## src/rtl/bcd_sub_sequencer_pkg.sv

```systemverilog
// Shared types and constants for the digit-serial BCD subtractor.
package bcd_pkg;

   typedef enum logic [1:0] {
      IDLE = 2'd0,
      SUB  = 2'd1,
      NEG  = 2'd2,
      DONE = 2'd3
   } state_t;

   typedef logic [3:0] digit_t;

   localparam digit_t     BCD_MAX  = 4'd9;
   localparam logic [4:0] BCD_BASE = 5'd10;

   function automatic logic digit_invalid(input digit_t d);
      return d > BCD_MAX;
   endfunction

endpackage

```

## src/rtl/bcd_sub_sequencer_if.sv

```systemverilog
// Operand/result handshake bundle for bcd_sub_sequencer.
// Both channels use valid/ready: a transfer happens on a rising edge where
// valid and ready are both 1; the sender holds its data stable until then.
interface bcd_sub_sequencer_if #(
   parameter int DIGITS = 3
);
   logic                  in_valid;
   logic                  in_ready;
   logic [4*DIGITS-1:0]   x_bcd;
   logic [4*DIGITS-1:0]   y_bcd;
   logic                  out_valid;
   logic                  out_ready;
   logic [4*DIGITS-1:0]   diff_bcd;
   logic                  sign;
   logic                  err;

   modport master (
      output in_valid, x_bcd, y_bcd, out_ready,
      input  in_ready, out_valid, diff_bcd, sign, err
   );

   modport slave (
      input  in_valid, x_bcd, y_bcd, out_ready,
      output in_ready, out_valid, diff_bcd, sign, err
   );
endinterface

```

## src/rtl/bcd_sub_sequencer_digit_sub.sv

```systemverilog
// One BCD digit subtract slice: d = a - b - borrow_in, corrected by +10 on underflow.
module bcd_digit_sub
   import bcd_pkg::*;
(
   input  digit_t a,
   input  digit_t b,
   input  logic   borrow_in,
   output digit_t d,
   output logic   borrow_out
);
   logic [4:0] raw;
   logic [4:0] corrected;

   always_comb begin
      raw        = {1'b0, a} - {1'b0, b} - {4'b0000, borrow_in};
      corrected  = raw + BCD_BASE;
      borrow_out = raw[4];
      d          = borrow_out ? corrected[3:0] : raw[3:0];
   end
endmodule

```

## src/rtl/bcd_sub_sequencer.sv

```systemverilog
// Digit-serial BCD subtractor: y - x, ones digit first, with a ten's-complement pass for negatives.
// Optional build macro BCD_SUB_DIGIT_CHECK_EN flags operand digits above 9 on err.
module bcd_sub_sequencer
   import bcd_pkg::*;
#(
   parameter int DIGITS = 3
)(
   input  logic                clk,
   input  logic                rst_n,
   bcd_sub_sequencer_if.slave  bus,
   output state_t              state_dbg
);
   localparam int W  = 4 * DIGITS;
   localparam int CW = (DIGITS > 1) ? $clog2(DIGITS) : 1;

   state_t          state;
   logic [CW-1:0]   cnt;
   logic            borrow;
   logic [W-1:0]    x_q, y_q, raw_q, next_raw;
   logic [W-1:0]    diff_q;
   logic            sign_q, err_q, in_ready_q, out_valid_q;
   logic            last_digit, bad;
   digit_t          a_dig, b_dig, d_dig;
   logic            borrow_out;

   assign last_digit = (cnt == CW'(DIGITS - 1));

   // The single slice is shared: SUB feeds y_k/x_k, NEG feeds 0/raw_k.
   always_comb begin
      a_dig = y_q[{cnt, 2'b00} +: 4];
      b_dig = x_q[{cnt, 2'b00} +: 4];
      if (state == NEG) begin
         a_dig = '0;
         b_dig = raw_q[{cnt, 2'b00} +: 4];
      end
   end

   bcd_digit_sub u_slice (
      .a          (a_dig),
      .b          (b_dig),
      .borrow_in  (borrow),
      .d          (d_dig),
      .borrow_out (borrow_out)
   );

   always_comb begin
      next_raw = raw_q;
      next_raw[{cnt, 2'b00} +: 4] = d_dig;
   end

`ifdef BCD_SUB_DIGIT_CHECK_EN
   always_comb begin
      bad = 1'b0;
      for (int i = 0; i < DIGITS; i++) begin
         bad = bad | digit_invalid(x_q[4*i +: 4]) | digit_invalid(y_q[4*i +: 4]);
      end
   end
`else
   assign bad = 1'b0;
`endif

   always_ff @(posedge clk or negedge rst_n) begin
      if (!rst_n) begin
         state       <= IDLE;
         in_ready_q  <= 1'b1;
         out_valid_q <= 1'b0;
         cnt         <= '0;
         borrow      <= 1'b0;
         x_q         <= '0;
         y_q         <= '0;
         raw_q       <= '0;
         diff_q      <= '0;
         sign_q      <= 1'b0;
         err_q       <= 1'b0;
      end else begin
         case (state)
            IDLE: begin
               if (bus.in_valid) begin
                  x_q        <= bus.x_bcd;
                  y_q        <= bus.y_bcd;
                  cnt        <= '0;
                  borrow     <= 1'b0;
                  in_ready_q <= 1'b0;
                  state      <= SUB;
               end
            end
            SUB: begin
               raw_q  <= next_raw;
               borrow <= borrow_out;
               if (last_digit) begin
                  cnt <= '0;
                  if (borrow_out) begin
                     borrow <= 1'b0;
                     state  <= NEG;
                  end else begin
                     out_valid_q <= 1'b1;
                     diff_q      <= bad ? '0 : next_raw;
                     sign_q      <= 1'b0;
                     err_q       <= bad;
                     state       <= DONE;
                  end
               end else begin
                  cnt <= cnt + 1'b1;
               end
            end
            NEG: begin
               // raw_q is rewritten in place with its ten's complement.
               raw_q  <= next_raw;
               borrow <= borrow_out;
               if (last_digit) begin
                  cnt         <= '0;
                  borrow      <= 1'b0;
                  out_valid_q <= 1'b1;
                  diff_q      <= bad ? '0 : next_raw;
                  sign_q      <= ~bad;
                  err_q       <= bad;
                  state       <= DONE;
               end else begin
                  cnt <= cnt + 1'b1;
               end
            end
            DONE: begin
               if (bus.out_ready) begin
                  out_valid_q <= 1'b0;
                  in_ready_q  <= 1'b1;
                  state       <= IDLE;
               end
            end
            default: state <= IDLE;
         endcase
      end
   end

   assign bus.in_ready  = in_ready_q;
   assign bus.out_valid = out_valid_q;
   assign bus.diff_bcd  = diff_q;
   assign bus.sign      = sign_q;
   assign bus.err       = err_q;
   assign state_dbg     = state;
endmodule

```

## src/flat_wrapper.sv

```systemverilog
// flat-port wrapper written by rule: the top's interface ports become plain ports
module bcd_sub_sequencer_flat import bcd_pkg::*;
#(
   parameter int DIGITS = 3
)
  (clk, rst_n, state_dbg, bus_in_valid, bus_x_bcd, bus_y_bcd, bus_out_ready, bus_in_ready, bus_out_valid, bus_diff_bcd, bus_sign, bus_err);
  bcd_sub_sequencer_if #(.DIGITS(DIGITS)) bus_i ();
  input  logic clk;
  input  logic rst_n;
  output state_t state_dbg;
  input wire logic [$bits(bus_i.in_valid)-1:0] bus_in_valid;
  input wire logic [$bits(bus_i.x_bcd)-1:0] bus_x_bcd;
  input wire logic [$bits(bus_i.y_bcd)-1:0] bus_y_bcd;
  input wire logic [$bits(bus_i.out_ready)-1:0] bus_out_ready;
  output wire logic [$bits(bus_i.in_ready)-1:0] bus_in_ready;
  output wire logic [$bits(bus_i.out_valid)-1:0] bus_out_valid;
  output wire logic [$bits(bus_i.diff_bcd)-1:0] bus_diff_bcd;
  output wire logic [$bits(bus_i.sign)-1:0] bus_sign;
  output wire logic [$bits(bus_i.err)-1:0] bus_err;
  assign bus_i.in_valid = bus_in_valid;
  assign bus_i.x_bcd = bus_x_bcd;
  assign bus_i.y_bcd = bus_y_bcd;
  assign bus_i.out_ready = bus_out_ready;
  assign bus_in_ready = bus_i.in_ready;
  assign bus_out_valid = bus_i.out_valid;
  assign bus_diff_bcd = bus_i.diff_bcd;
  assign bus_sign = bus_i.sign;
  assign bus_err = bus_i.err;
  bcd_sub_sequencer #(.DIGITS(DIGITS)) u_core (.clk(clk), .rst_n(rst_n), .bus(bus_i), .state_dbg(state_dbg));
endmodule
```

## config.mk

```make
export PLATFORM = sky130hd
export DESIGN_NAME = bcd_sub_sequencer_flat
export DESIGN_NICKNAME = d
export VERILOG_FILES = /design/src/rtl/bcd_sub_sequencer_pkg.sv /design/src/rtl/bcd_sub_sequencer_if.sv /design/src/rtl/bcd_sub_sequencer_digit_sub.sv /design/src/rtl/bcd_sub_sequencer.sv /design/src/flat_wrapper.sv
export SDC_FILE = /design/constraint.sdc
export NUM_CORES = 1
export LEC_CHECK = 0
export ABC_AREA = 1
export CORE_MARGIN = 5
export CORE_UTILIZATION = 50
export CTS_BUF_LIST = sky130_fd_sc_hd__clkbuf_8
export DETAILED_ROUTE_END_ITERATION = 6
export PLACE_DENSITY_LB_ADDON = 0.12
export SLEW_MARGIN = 20
export SYNTH_ARGS = -nofsm -noshare
export SYNTH_HDL_FRONTEND = slang
export SYNTH_SLANG_ARGS = --single-unit
```

## constraint.sdc

```tcl
create_clock -name clk -period 4.3 [get_ports clk]
set_input_delay 0.43 -clock clk [delete_from_list [all_inputs] [get_ports clk]]
set_output_delay 0.43 -clock clk [all_outputs]
set_load 0.02 [all_outputs]
```

==> results.md <==
* Period utilization at roughly four fifths
* Final setup fails at 0
* DRC Markers at 0
* Hold WC Path Type: input pin to async pin
* Slew Limit Fails at 0
* Largest family of logic cells by synthesized area: simple AND/OR/NAND/NOR gates
* FF-to-FF setup slack at about 820 ps
* CTS Buf Count at 5
* Area contributors post-synth: dfrtp_1, nand2_1, ha_1
* Largest net degree at the start of global routing at 57
* Synthesized area at 3100 sq um
* Count of boundary I/O pins at 46
* Compound-Gate Fraction of Synth Area at roughly 13%
* Post-synthesis adder-cell area fraction at 6.94%
* Syn Nets at around 390
* Vias/cell at 5.27
* Root buf cell: clkbuf_8
* Kind of critical path: flip-flop to flip-flop
* CP max stage delay at about 460 ps
* Register area share after synthesis at between 40% and 50%
* Syn Inst Count at about 340
* Port bufs at 44
* Synth top area share at between 40% and 50%
* Die H at 88.8 um
* Die area at about 7900 sq um
* Syn_area_per_cell at about 9.0 sq um
* Xor and xnor area share after synthesis at less than 1%
* Startpoint Class: flip-flop
* Post-CTS Setup Inserts at 0
* Nets at between 400 and 500
* CP startpoint: u_core.state_dbg[0]
* Crit-path slowest cell: dfrtp_1
* Antenna Nets Post-Route at 0
* Final setup TNS at 0 ps
* Placeable Area at 5990 sq um
* Initial DRC count at ~150
* CP max FO at 16
* Final RePlAce weighted congestion at ~0.87
* Total gr overflow at 0
* Reg-to-reg endpoint: u_core.bus.diff_bcd[9]
* CP Capture Type: flip-flop
* Simple-gate area share of the yosys netlist at 18.5%
* Post-CTS resize count at 0
* CP Buf/Inv Count at 2
* Clock-pin slew on the worst setup and hold paths at around 100 ps
* CP arrival at around 3700 ps
* Diode count at 0
* Initial antenna violation count at 0
* Maxcap violations at 0
* DPL Wire Length at just over 5000 um
* CP most frequent cell: nand2_1
* Rows at 28
* Reg2reg path depth at 19
* Routed via count at roughly 2400
* CP delay by family, top: adder cells
* CP Depth at 19
* Number of global-route vias before repair at approximately 2300
* Critical Path RT at 4500 ps
* First-pass GRT wire length at between 10000 and 15000 um
* Die W at 88.8 um
* Drt pass-1 iters at 4
* Clk_lat worst skew at ~310 ps
* Status: finished, final reports clean
* Final hold violations at 0
* Reg2reg start: u_core.state_dbg[0]
* Fmax achieved at 287 MHz
* Worst Skew at just under 7 ps
* Area leader, netlist: dfrtp_1
* Slew Limit Headroom at a little over half
* Routed length per placed instance at 14.2 um
* CTS Buffer Depth at 2
* RSZ-0062 raised after global routing: no
* Synth warn at 0
* Layout area overhead at 19.4%
* Layout cell share with drive strength beyond 1 at between 10% and 20%
* H-tree depth at 2
* Min Clock Period, post-route at between 3000 and 4000 ps
* Hold WS at between 200 and 250 ps
* GRT Util Overall at a little under a fifth
* Clock tree from TritonCTS: done
* Synth cell types at 40
* Critical Path, Cell by Cell: inv_1 > ha_1 > buf_4 > nor2_1 > a21oi_1 > o21ai_1 > o22ai_1 > fa_1 > fa_1 > nand2_1 > nand2_1 > nand2_1 > nand2_1 > nand2_1 > nand2_1 > nand2_1 > nor2_1 > a22oi_1 > o21ai_1
* CTS Sinks at between 50 and 60
* Final wirelength at about 6600 um
* Worst setup path endpoint: u_core.bus.diff_bcd[9]
* Cts hold-fix bufs at 0
* Yosys reg bits at 56
* Post-synthesis mux area share at 7.98%
* Worst Tran Pin Value at roughly 700 ps
* Starting Density at around half
## per-stage QoR
stage	cells	utilization [%]	cell area [sq um]	worst slack (ps)
after floorplan	343	-	3100	812
after global placement	454	60.0	3590	922
after detailed placement	454	60.0	3590	822
after CTS	462	61.8	3700	789
after global routing	462	61.9	3710	531
final	462	61.9	3710	818
## cell families (layout without fill, tap and decap cells)
| logic type | count (synthesis) | after routing |
|---|---|---|
| mux | 22 | 22 |
| xor+xnor | 1 | 1 |
| simple gates | 119 | 119 |
| compound gates | 73 | 73 |
| other cells | 1 | 1 |
| buf+inv | 55 | 99 |
| flops | 56 | 56 |
| fa+ha+maj | 16 | 16 |
## flip-flops by register name, summed over array words and instances (netlist names)
signal	flops
u_core.raw_q	12
u_core.bus.diff_bcd	12
u_core.x_q	12
u_core.bus.in_ready	1
u_core.state_dbg	2
u_core.bus.out_valid	1
u_core.bus.sign	1
u_core.y_q	12
u_core.borrow	1
u_core.cnt	2
## final cells by class
type / count / area, sq um
Clock buffer: 5 / 68.8
Sequential cell: 56 / 1400
Tap cell: 75 / 93.8
Timing Repair Buffer: 48 / 465
Inverter: 43 / 164
Fill cell: 538 / 2280
Clock inverter: 3 / 42.5
Multi-Input combinational cell: 232 / 1470
## Yosys cell counts, drive strengths merged
cell	number
o22ai	12
xnor2	1
inv	40
nand2	84
conb	1
a21oi	15
clkbuf	3
nor3	3
clkinv	3
a2bb2oi	2
ha	14
nand3b	1
dfrtp	55
nand4	2
or2	1
a31oi	1
dfstp	1
o21a	1
nor2	19
buf	9
mux2	22
fa	2
nor4	1
o21ai	39
nand3	8
a22oi	1
a21boi	1
o32ai	1
## per-layer routing
layer | vias up | GRT usage [%] | share of wire, %
li1 | 1218 | - | -
met1 | 1134 | 26.5 | 48
met2 | 73 | 28.3 | 45
met3 | 10 | 3.35 | 6.1
met4 | 0 | 6.18 | 1.8
met5 | - | 0 | 0
## worst register-to-register path: stages, from the launching register on
cell     delay (ps)
dfrtp_1         460
inv_1           100
ha_1            230
buf_4           200
nor2_1          120
a21oi_1          50
o21ai_1         120
o22ai_1         100
fa_1            450
fa_1            440
nand2_1          90
nand2_1          80
nand2_1          80
nand2_1         100
nand2_1         140
nand2_1          60
nand2_1         100
nor2_1           70
a22oi_1         260
o21ai_1         100
## worst min-delay path by stage
stage / end / startpoint
6_report: u_core.bus.out_valid / rst_n
5_1_grt: u_core.y_q[9] / rst_n
4_1_cts: u_core.bus.out_valid / rst_n
3_5_place_dp: u_core.bus.diff_bcd[0] / u_core.bus.diff_bcd[0]
3_3_place_gp: u_core.bus.diff_bcd[11] / u_core.bus.diff_bcd[11]
2_1_floorplan: u_core.borrow / rst_n
## placed cells by master (no fill, tap or decap), types with 12 or more instances in the layout
cell	count
clkdlybuf4s50_1	43
nand2_1	71
ha_1	14
nor2_1	18
nand2_2	12
mux2_1	14
dfrtp_1	55
o21ai_0	19
o21ai_1	19
inv_1	32
o22ai_1	12
a21oi_1	15
Power is left out: the tool's default activity adds up to more than one toggle a clock period on the data nets, which glitch-free logic cannot reach.
